==> src/rtl/ser_gen.sv <==
// Width-down serializer: one INWIDTH beat out as up to DEPTH OUTWIDTH words, valid/stop handshake.
// Optional sticky bad-count flag (err_out) when SER_GEN_ERRCHK_EN is defined.
module ser_gen #(
   parameter int INWIDTH   = 64,
   parameter int OUTWIDTH  = 16,
   parameter bit MSB_FIRST = 1'b1,
   localparam int DEPTH    = INWIDTH / OUTWIDTH,
   localparam int CW       = $clog2(DEPTH + 1)
) (
   input  logic                clk,
   input  logic                res_n,
   input  logic [INWIDTH-1:0]  wdata,
   input  logic [CW-1:0]       wcount,
   input  logic                valid_in,
   output logic                stop_out,
   output logic [OUTWIDTH-1:0] rdata,
   output logic                valid_out,
   output logic                last_out,
   input  logic                stop_in
`ifdef SER_GEN_ERRCHK_EN
   ,
   output logic                err_out
`endif
);

   generate
      if ((INWIDTH % OUTWIDTH) != 0 || DEPTH < 2) begin : g_bad_cfg
         $fatal(1, "ser_gen: INWIDTH must be a multiple of OUTWIDTH with a ratio of at least 2");
      end
   endgenerate

   logic [DEPTH-1:0][OUTWIDTH-1:0] beat_q;
   logic [CW-1:0]                  idx_q;
   logic [CW-1:0]                  rem_q;
   logic [CW-1:0]                  eff_count;
   logic                           bad_count;
   logic                           accept;
   logic                           xfer;

   assign valid_out = (rem_q != '0);
   assign last_out  = (rem_q == CW'(1));
   // The last word draining makes room for the next beat in the same cycle.
   assign stop_out  = valid_out && !(last_out && !stop_in);
   assign accept    = valid_in && !stop_out;
   assign xfer      = valid_out && !stop_in;

   assign bad_count = (wcount == '0) || (int'(wcount) > DEPTH);

   // NOTE: every signal assigned in always_comb gets a default first, so no path leaves it unassigned and no latch is inferred.
   always_comb begin
      eff_count = wcount;
      if (bad_count) eff_count = CW'(DEPTH);
   end

   always_comb begin
      rdata = '0;
      if (valid_out) begin
         for (int k = 0; k < DEPTH; k++) begin
            if (idx_q == CW'(MSB_FIRST ? (DEPTH - 1 - k) : k)) rdata = beat_q[k];
         end
      end
   end

   // NOTE: state registers use non-blocking assignments so every flop samples pre-edge values.
   // NOTE: the beat buffer is cleared on reset so rdata is a defined zero before the first beat.
   always_ff @(posedge clk or negedge res_n) begin
      if (!res_n) begin
         beat_q <= '0;
         idx_q  <= '0;
         rem_q  <= '0;
      end else if (accept) begin
         beat_q <= wdata;
         idx_q  <= '0;
         rem_q  <= eff_count;
      end else if (xfer) begin
         idx_q  <= idx_q + CW'(1);
         rem_q  <= rem_q - CW'(1);
      end
   end

`ifdef SER_GEN_ERRCHK_EN
   logic err_q;

   always_ff @(posedge clk or negedge res_n) begin
      if (!res_n) begin
         err_q <= 1'b0;
      end else if (accept && bad_count) begin
         err_q <= 1'b1;
`ifndef SYNTHESIS
         $warning("%m: beat accepted with out-of-range wcount %0d, clamped to %0d", wcount, DEPTH);
`endif
      end
   end

   assign err_out = err_q;
`endif

endmodule

==> config.mk <==
export PLATFORM = sky130hd
export DESIGN_NAME = ser_gen
export DESIGN_NICKNAME = d
export VERILOG_FILES = /design/src/rtl/ser_gen.sv
export SDC_FILE = /design/constraint.sdc
export NUM_CORES = 1
export LEC_CHECK = 0
export ABC_CLOCK_PERIOD_IN_PS = 2000
export BUFFER_PORTS_ARGS = -buffer_cell sky130_fd_sc_hd__buf_4
export CAP_MARGIN = 15
export CORE_ASPECT_RATIO = 2
export CORE_MARGIN = 1.5
export CORE_UTILIZATION = 47
export DETAILED_ROUTE_END_ITERATION = 10
export GPL_TIMING_DRIVEN = 0
export PLACE_DENSITY = 0.75
export SLEW_MARGIN = 15
export SYNTH_ARGS = -nofsm -noshare
export SYNTH_HDL_FRONTEND = slang
export SYNTH_SLANG_ARGS = --single-unit
==> constraint.sdc <==
create_clock -name clk -period 2 [get_ports clk]
set_input_delay 0.6 -clock clk [delete_from_list [all_inputs] [get_ports clk]]
set_output_delay 0.6 -clock clk [all_outputs]
set_load 0.05 [all_outputs]
==> impl_results.md, run 1 <==
* Slew Limit Fails at 0
* Crit. Startpoint: idx_q[1]
* Antenna diodes at 0
* Final setup viols at 19
* Violated checks: negative setup slack
* Layout cells sized above 1 at 69.9%
* Fin Clk Skew at 3.90 ps
* Synthesized instance count at 296
* Mapped Area at 3390 um^2
* Worst reg2reg path endpoint: idx_q[1]
* FF+latch count, synth at 70
* Final WS setup at -564 ps
* Overall power at 0.0108 W
* Die Width at 63.1 um
* CTS Root Cell: clkbuf_16
* CTS buffer count at 9
* Worst hold slack at 382 ps
* Clock tree sinks at 70
* Relative slew slack at 41.5%
* Row count at 43
* Nets at 496
* Worst vdd ir at 1.02 mV
* Vias after detailed routing at 2740
* CTS Buffer Depth at 2
* Sequential element share of the synthesized area at 51.6%
* CP endpoint kind: output pin
* Final core occ at 77.4%
* Core area at 6940 um^2
* Reg2Reg Setup Slack at 40 ps
* Port bufs at 89
* Status: finished with violations
* First-pass GRT wire length at 14500 um
* Least-Margin Pin Slew at 878 ps
* Highest clock rate at 0.390 GHz
* Vias in the first global route at 2961
* Hold/Removal Path Class: in -> async
* Initial antenna violation count at 0
* Area delta synth->final at 58.4%
* DRC Markers at 0
* GP Congestion at 0.811
* Max Fanout on Critical Path at 5
* Yosys warning count at 0
* Tcrit/Tclk final at 128%
* Filler cell count at 409
* RSZ-0062 raised after global routing: yes
* Worst EP arrival at 1960 ps
* Non-filler instance count after layout at 509
* GR Overflow Total at 0
* Worst Setup Start Kind: register
* DRT Wirelength at 9380 um
* Die area at 7770 um^2
* Via density per instance at 5.38
* Critical Path RT at 1400 ps
* # placed instances at 475
* Top Ports at 90
* Hold Buf Count CTS at 0
* Synth cell types at 32
* Avg Inst Size Synth at 11.5 um^2
* H-Tree Level Count at 3
* Critical path class: reg -> out
* CTS tree: built
* Detailed-placement wirelength estimate at 6300 um
* Wirelength per Cell at 18.4 um
* Largest net degree at the start of global routing at 71
* CTS clk-pin slew, worst paths at 50 ps
* Reg2reg path depth at 9
* Number of detailed-route iterations in the first pass at 4
* R2R Path Start: rem_q[0]
* Max_cap viols at 0
* Die Y at 123 um
* All-Layer GR Usage at 25.2%
* Hold Vio Cnt, Final at 0
* Worst skew pair latency at 340 ps
* Power per Cell Area at 2010 nW/um^2
* Initial core utilization at 48.9%
* Initial detailed-routing violation count at 101
* Final min period at 2560 ps
* DRT antenna net count at 0
* Leakage Power at 2.38 nW
* Syn nets at 376
==> layer usage <==
layer | global-route usage, % | wire length [um] | vias up
met1 | 26.0 | 3200 | 1356
li1 | - | - | 1290
met3 | 5.55 | 272 | 30
met5 | 0 | 0 | -
met2 | 45.8 | 5470 | 64
met4 | 15.1 | 431 | 0
==> layout by cell type, fill, tap and decap left out, drive strengths merged <==
cell type / Yosys / layout
or3b: 1 / 1
o21bai: 1 / 1
inv: 7 / 7
nor3b: 1 / 1
a32oi: 1 / 1
nand2: 19 / 19
buf: 14 / 120
dfrtp: 70 / 70
a31oi: 1 / 1
or2: 1 / 1
o21ai: 33 / 33
mux2: 65 / 65
clkbuf: 6 / 22
and2b: 1 / 1
mux2i: 1 / 1
nand2b: 3 / 3
nor2b: 4 / 4
o22ai: 2 / 2
a2111oi: 1 / 1
a22o: 1 / 1
nor2: 16 / 16
clkinv: 0 / 1
and2: 2 / 2
a21boi: 1 / 1
a22oi: 15 / 15
ha: 9 / 9
a21oi: 18 / 18
and3: 1 / 1
o31ai: 1 / 1
==> sequential cells by signal, indices dropped and copies added (netlist names) <==
name,flops
rem_q,3
beat_q,64
idx_q,3
==> where the power goes <==
part           internal (W)  switching [W]
logic               0.00311        0.00355
registers           0.00215       0.000500
clock network      0.000923       0.000544
==> per-stage QoR <==
| stage | worst slack [ps] | instance area, um^2 | TNS, ps |
|---|---|---|---|
| CTS | -651 | 5070 | -10070 |
| global placement | -637 | 4390 | -7090 |
| finish | -564 | 5370 | -8830 |
| detailed placement | -678 | 4390 | -7940 |
| global route | -634 | 5370 | -10130 |
| floorplan | -223 | 3610 | -2860 |
==> synthesized netlist by cell type <==
library cell / count / area share [%]
a2111oi_0: 1 / 0.26
a21boi_0: 1 / 0.22
a21oi_1: 18 / 2.7
a22o_1: 1 / 0.26
a22oi_1: 15 / 3.3
a31oi_1: 1 / 0.18
a32oi_1: 1 / 0.26
and2_1: 2 / 0.37
and2b_1: 1 / 0.22
and3_1: 1 / 0.18
buf_1: 2 / 0.22
buf_2: 11 / 1.6
buf_6: 1 / 0.33
clkbuf_1: 6 / 0.66
dfrtp_1: 70 / 52
ha_1: 9 / 3.3
inv_1: 6 / 0.66
inv_2: 1 / 0.11
mux2_2: 65 / 22
mux2i_1: 1 / 0.30
nand2_1: 19 / 2.1
nand2b_1: 3 / 0.55
nor2_1: 16 / 1.8
nor2b_1: 4 / 0.74
nor3b_1: 1 / 0.22
o21ai_0: 32 / 4.7
o21ai_2: 1 / 0.26
o21bai_1: 1 / 0.22
o22ai_1: 2 / 0.37
o31ai_1: 1 / 0.22
or2_2: 1 / 0.18
or3b_1: 1 / 0.26
==> cell type report <==
type,instances,area (um^2),area share [%]
clock inverter,1,5.00,0.0932
clock buffer,13,270,5.03
tap,90,113,2.10
inverter,7,28.8,0.536
timing repair buffer,112,1040,19.3
multi-input combinational,199,1980,36.8
buffer,17,189,3.52
sequential,70,1750,32.7
==> critical path, stage by stage, from the launching register on <==
cell and delay (ps):
dfrtp_2 450, buf_6 130, ha_4 170, o21bai_4 140, and2_4 230, buf_16 140
a22oi_2 80, nor2_4 130, buf_8 150
==> kinds of logic after synthesis <==
group,Yosys count,synth area share (%)
flip-flops,70,51.6
AO/OA/AOI/OAI,75,12.9
adder cells (fa/ha/maj),9,3.32
buffers and inverters,27,3.61
multiplexers,66,21.9
AND/OR/NAND/NOR,49,6.60
==> worst max-delay path by stage <==
stage,cells past startpoint,endpoint
2_1_floorplan,9,rdata[10]
3_3_place_gp,9,rdata[10]
3_5_place_dp,9,rdata[10]
4_1_cts,10,rdata[8]
5_1_grt,8,rdata[1]
6_report,8,rdata[6]
==> timing repair <==
item                       CTS  global route
cloned                       1             1
setup buffers               11            11
setup endpoints to repair   19            59
pin swaps                   12            17
gates resized for setup     90            75
No activity file was read; power rests on OpenSTA's default activity.
==> run 2: changes to the inputs <==
==> constraint.sdc (replaced) <==
create_clock -name clk -period 2 [get_ports clk]
set_input_delay 0.1 -clock clk [delete_from_list [all_inputs] [get_ports clk]]
set_output_delay 0.1 -clock clk [all_outputs]
set_load 0.05 [all_outputs]
==> run 2 against run 1 <==
The run still ends with negative setup slack left. Wire length is 2.0% higher. Cell count is 6.5% higher. Cell area is 1.7% higher. Count of clock-buffer cells in the layout stayed put. Fmax is 23% higher. Critical path depth stayed put. First-iteration DRC count is 42% higher. Critical path type unchanged. Combinational power is 9.9% lower. Worst setup slack better by 480 ps. Clock power is 16% higher. Non-clock buffer count is 31 higher.
==> impl_results.md, run 2 (synthesis gave the netlist of run 1 again) <==
* Status: finished with violations
* Violated checks: negative setup slack
* CP endpoint kind: output pin
* Top Ports at 90 (unchanged)
* Final instance area at 5460 um^2 (+1.7%)
* Largest registers: beat_q x64, idx_q x3, rem_q x3
* R2R Path Start: rem_q[0]
* Highest clock rate at 0.479 GHz (+23%)
* Vias after detailed routing at 2910 (+6.2%)
* Initial detailed-routing violation count at 143 (+42%)
* Crit. Startpoint: idx_q[0]
* Critical path class: reg -> out
* Via density per instance at 5.37 (-0.26%)
* # placed instances at 475 (unchanged)
* Top Usage Layer GRT: met2
* Antenna diodes at 0 (unchanged)
* Die Y at 123 um (unchanged)
* Max_cap viols at 0 (unchanged)
* Hold Startpoint: wdata[11]
* Final setup viols at 16 (-3)
* Largest net degree at the start of global routing at 71 (unchanged)
* Die Width at 63.1 um (unchanged)
* CTS tree: built
* Vias in the first global route at 3167 (+7.0%)
* Area delta synth->final at 61.0%
* Final WS setup at -85.6 ps (+479 ps)
* M2 GR Usage at 47.9% (+2.1 points)
* DRT Wirelength at 9560 um (+2.0%)
* Non-filler instance count after layout at 542 (+6.5%)
* Cells on Worst Hold Path at 2
* Relative slew slack at 42.8% (+1.4 points)
* Hold Vio Cnt, Final at 0 (unchanged)
* Fin Clk Skew at 3.48 ps (-0.414 ps)
* Die area at 7770 um^2 (unchanged)
* DRC Markers at 0 (unchanged)
* Final min period at 2090 ps (-479 ps)
* Detailed-placement wirelength estimate at 6090 um (-3.3%)
* H-Tree Level Count at 3 (unchanged)
* Biggest register: beat_q
* Wirelength per Cell at 17.6 um (-4.2%)
* Layout cells sized above 1 at 56.9% (-13 points)
* Core area at 6940 um^2 (unchanged)
* RSZ-0062 raised after global routing: yes
* GR Overflow Total at 0 (unchanged)
* Leakage Power at 2.43 nW (+2.2%)
* DRT antenna net count at 0 (unchanged)
* CTS clk-pin slew, worst paths at 60 ps (about the same)
* Initial antenna violation count at 0 (unchanged)
* Clock tree sinks at 70 (unchanged)
* Tcrit/Tclk final at 104% (-24 points)
* Max Fanout on Critical Path at 5 (unchanged)
* Met1 Use GR at 28.5% (+2.6 points)
* CTS Buffer Depth at 2 (unchanged)
* Critical Path RT at 1900 ps (+500 ps)
* All-Layer GR Usage at 26.4% (+1.3 points)
* Area of placed instances at 4260 um^2 (-3.1%)
* Largest register FFs at 64 (unchanged)
* Worst vdd ir at 0.974 mV (-4.7%)
* GP Congestion at 0.791 (-2.5%)
* Commonest cells after routing, fill and taps aside: buf_4 (88), dfrtp_1 (69), mux2_2 (65)
* Power per Cell Area at 1890 nW/um^2 (-6.0%)
* Least-Margin Pin Slew at 857 ps (-20.4 ps)
* Reg2reg path depth at 7 (-2)
* Slew Limit Fails at 0 (unchanged)
* Worst skew pair latency at 330 ps (about the same)
* Nets at 527 (+6.3%)
* Initial core utilization at 48.9% (unchanged)
* GRT met3 Usage at 5.91% (+0.36 points)
* Commonest non-fill, non-tap cell in the layout: buf_4
* First-pass GRT wire length at 15300 um (+6.0%)
* Row count at 43 (unchanged)
* Worst EP arrival at 1990 ps (+30 ps)
* CTS Root Cell: clkbuf_16
* CTS buffer count at 9 (unchanged)
* Number of detailed-route iterations in the first pass at 4 (unchanged)
* Port bufs at 89 (unchanged)
* Hold/Removal Path Class: in -> reg
* Worst Setup Start Kind: register
[run 2: changes by cell type in the layout (fill, tap and decap cells not counted), sizes merged]
cell / change
inv: -1
buf: -3
clkinvlp: +1
dlygate4sd3: +38
bufinv: +2
clkbuf: -4
[run 2: metal layers]
layer	vias to the layer above	wire, um
li1	1358	-
met1	1446	3480
met2	82	5440
met3	24	337
met4	0	307
met5	-	0
[run 2: worst max-delay path, stage by stage (launching register included)]
cell and delay (ps):
dfrtp_1 410, buf_6 150, ha_4 180, o21bai_4 140
and2_4 230, buf_8 140, a22oi_2 100, nor2_4 150
buf_8 150
[run 2: power by group]
part           internal [W]  switching (W)
logic               0.00272        0.00328
clock network       0.00113       0.000571
registers           0.00215       0.000470
[run 2: final cells by class]
type	count	area (um^2)
tap	90	113
clock inverter	3	67.6
timing repair buffer	143	1280
buffer	17	150
inverter	7	33.8
fill	408	1480
clock buffer	13	250
multi-input combinational	199	1810
sequential	70	1750
[run 2: path summary, 6_finish.rpt]
check | to | slack (ps)
setup / recovery | rdata[6] | -90
hold / removal | beat_q[11] | 6
setup reg to reg | beat_q[51] | 40
hold reg to reg | beat_q[58] | 510
max in group asynchronous | idx_q[1] | 990
min in group asynchronous | beat_q[15] | 410
[run 2: timing repair]
item,CTS,global route
pin swaps,34,14
hold buffers,38,0
buffers inserted,10,7
gates resized for setup,94,40
setup endpoints to repair,16,27
gates cloned,1,0
endpoints found under the hold margin,107,0
[run 2: through the flow]
stage	hold slack, ps	setup TNS, ps	setup WS (ps)	utilization [%]	total power (W)
after floorplan	-196	-60.7	-60.7	-	0.00592
after global placement	270	-2610	-263	61.3	0.00704
after detailed placement	269	-2460	-253	61.3	0.00717
after CTS	0.0464	-1810	-141	77.1	0.00989
after global routing	1.92	-2280	-166	78.7	0.0108
final	5.75	-806	-85.6	78.7	0.0103
==> run 3: changes to the inputs <==
--- a/config.mk
+++ b/config.mk
@@ -5,15 +5,15 @@
 export SDC_FILE = /design/constraint.sdc
 export NUM_CORES = 1
 export LEC_CHECK = 0
-export ABC_CLOCK_PERIOD_IN_PS = 2000
+export ABC_CLOCK_PERIOD_IN_PS = 2300
 export BUFFER_PORTS_ARGS = -buffer_cell sky130_fd_sc_hd__buf_4
 export CAP_MARGIN = 15
 export CORE_ASPECT_RATIO = 2
 export CORE_MARGIN = 1.5
-export CORE_UTILIZATION = 47
+export CORE_UTILIZATION = 53
 export DETAILED_ROUTE_END_ITERATION = 10
 export GPL_TIMING_DRIVEN = 0
-export PLACE_DENSITY = 0.75
+export PLACE_DENSITY = 0.8
 export SLEW_MARGIN = 15
 export SYNTH_ARGS = -nofsm -noshare
 export SYNTH_HDL_FRONTEND = slang
==> constraint.sdc (replaced) <==
create_clock -name clk -period 2.3 [get_ports clk]
set_input_delay 0.115 -clock clk [delete_from_list [all_inputs] [get_ports clk]]
set_output_delay 0.115 -clock clk [all_outputs]
set_load 0.05 [all_outputs]
==> run 3 against run 2 <==
The run still ends with negative setup slack left. Total power decreased by 24%. First-iteration DRC count fell by 29%. Cell count down 8.9%. Worst setup slack improved by 28 ps. Wire length is 11% lower. Clock skew is 0.80 ps lower. Combinational power shrank 28%. Register-to-register slack improved by 330 ps. Non-clock buffer count fell by 44. Die area down 11%. Critical path type unchanged. Critical endpoint is now rdata[12]. Highest routed layer unchanged.
==> impl_results.md, run 3 (synthesis gave the netlist of run 1 again) <==
* Total negative slack at -57.8 ps (+748 ps)
* Initial core utilization at 54.2% (+5.3 points)
* CP cell instances: inv_1, ha_1, buf_2, clkbuf_4, nand2_1, o21ai_0, a22oi_2, nor2_2, buf_6
* Clock tree sinks at 70 (unchanged)
* DRC Markers at 0 (unchanged)
* Detailed-placement wirelength estimate at 5870 um (-3.6%)
* Max stage delay on crit path at 390 ps (-20 ps)
* Final setup viols at 1 (-15)
* Worst vdd ir at 1.13 mV (+16%)
* DRT antenna net count at 0 (unchanged)
* Crit-path slowest cell: dfrtp_1
* Hold/Removal Path Class: in -> reg
* CTS Buffer Depth at 2 (unchanged)
* Core area at 6260 um^2 (-9.8%)
* Top Usage Layer GRT: met2
* Largest register FFs at 64 (unchanged)
* Row count at 41 (-4.7%)
* Die Width at 59.6 um (-5.5%)
* Violated checks: negative setup slack
* Port bufs at 89 (unchanged)
* Largest registers: beat_q x64, idx_q x3, rem_q x3
* Max_cap viols at 0 (unchanged)
* Critical path class: reg -> out
* Leakage Power at 2.16 nW (-11%)
* Least-Margin Pin Slew at 883 ps (+25.6 ps)
* GRT met3 Usage at 5.09% (-0.82 points)
* Register area at 1750 um^2 (about the same)
* Crit path max-delay family: buffers and inverters
* Filler cell count at 447 (+9.6%)
* Worst Setup Start Kind: register
* Power per Cell Area at 1680 nW/um^2 (-11%)
* Commonest cells after routing, fill and taps aside: buf_4 (88), dfrtp_1 (70), mux2_2 (65)
* CTS Root Cell: clkbuf_16
* Tcrit/Tclk final at 103%
* Top Ports at 90 (unchanged)
* Status: finished with violations
* GP Congestion at 0.854 (+8.0%)
* Multi-input logic area at 1600 um^2 (-12%)
* Final min period at 2360 ps
* Hold Vio Cnt, Final at 0 (unchanged)
* Worst skew pair latency at 330 ps (about the same)
* Overall power at 0.00782 W (-24%)
* Vias after detailed routing at 2727 (-6.3%)
* CTS clk-pin slew, worst paths at 50 ps (about the same)
* GR Overflow Total at 0 (unchanged)
* M2 GR Usage at 42.9% (-5.0 points)
* Area delta synth->final at 37.6%
* Initial detailed-routing violation count at 102 (-29%)
* Worst slack, placed at 51.6 ps (+305 ps)
* Critical Path RT at 2180 ps (+280 ps)
* Die Y at 116 um (-5.7%)
* CTS tree: built
* Fin Clk Skew at 2.68 ps (-0.802 ps)
* Met1 Use GR at 29.7% (+1.2 points)
* First-pass GRT wire length at 12900 um (-16%)
* Slew Limit Fails at 0 (unchanged)
* Initial antenna violation count at 0 (unchanged)
* Highest clock rate at 0.424 GHz
* DRT Wirelength at 8480 um (-11%)
* Layout cells sized above 1 at 53.4% (-3.4 points)
* Max Fanout on Critical Path at 10 (+5)
* Die area at 6920 um^2 (-11%)
* Via density per instance at 5.52 (+2.8%)
* CP endpoint kind: output pin
* Vias in the first global route at 2718 (-14%)
* H-Tree Level Count at 3 (unchanged)
* All-Layer GR Usage at 25.4% (-1.1 points)
* Largest net degree at the start of global routing at 71 (unchanged)
* Wirelength per Cell at 17.2 um (-2.7%)
* Relative slew slack at 41.1% (-1.7 points)
* Biggest register: beat_q
* Antenna diodes at 0 (unchanged)
* Worst Path Buf+Inv at 4 (+1)
* Nets at 483 (-8.3%)
* Worst EP arrival at 2240 ps (+250 ps)
* Number of detailed-route iterations in the first pass at 4 (unchanged)
* Final WS setup at -57.8 ps (+27.8 ps)
* CTS buffer count at 9 (unchanged)
* Commonest non-fill, non-tap cell in the layout: buf_4
==> run 3: cell count changes in the layout (fill, tap and decap cells not counted), sizes merged, moves of 2 or more <==
cell         change
buf              -7
bufinv           -2
clkbuf           +3
dlygate4sd3     -37
==> run 3: power breakdown <==
group          internal (W)  switching (W)  total (W)
clock              0.000819       0.000475    0.00129
combinational       0.00182        0.00247    0.00429
sequential          0.00187       0.000364    0.00223
total               0.00451        0.00331    0.00782
==> run 3: final cells by class <==
cell class              instances  share of cell area, %
plain buffers                  20                   3.00
clock buffers                  16                   6.03
inverters                       7                  0.616
multi-input cells             199                   34.3
flip-flops and latches         70                   37.5
well taps                      86                   2.31
repair buffers                 96                   16.2
==> run 3: metrics by stage <==
stage / hold slack (ps) / std cells / area (um^2) / util, %
4_1_cts: 7.35 / 493 / 4560 / 72.8
5_1_grt: 13.1 / 494 / 4670 / 74.6
6_report: 11.5 / 494 / 4670 / 74.6
2_1_floorplan: -181 / 296 / 3410 / -
3_3_place_gp: 279 / 471 / 4190 / 67.0
3_5_place_dp: 283 / 471 / 4190 / 67.0
==> run 3: layer usage <==
metal,part of all wire [%],vias up,wire (um)
met3,3.8,27,323
li1,-,1259,-
met4,4.0,0,342
met5,0,-,0
met2,56,87,4780
met1,36,1354,3030
==> run 3: timing repair <==
action	in CTS	in global routing
pin swaps	2	9
setup endpoints to repair	15	11
cloned	0	0
endpoints found under the hold margin	70	0
resized for setup	16	47
buffers inserted	5	1
hold buffers	1	0
==> run 3: worst paths after layout <==
check	start	end	slack, ps	cells after the start
worst max-delay path	idx_q[0]	rdata[12]	-60	9
worst min-delay path	wdata[22]	beat_q[22]	10	2
worst max register to register	rem_q[0]	beat_q[17]	370	5
worst min register to register	beat_q[49]	beat_q[49]	500	1
max in group asynchronous	res_n	beat_q[56]	1280	2
min in group asynchronous	res_n	beat_q[47]	440	2
==> run 3: worst reg2reg max path, stage by stage (launching register included) <==
cell and delay (ps):
dfrtp_1 410, ha_1 230, nor2b_1 150, o21ai_2 290, buf_2 360, mux2_2 380
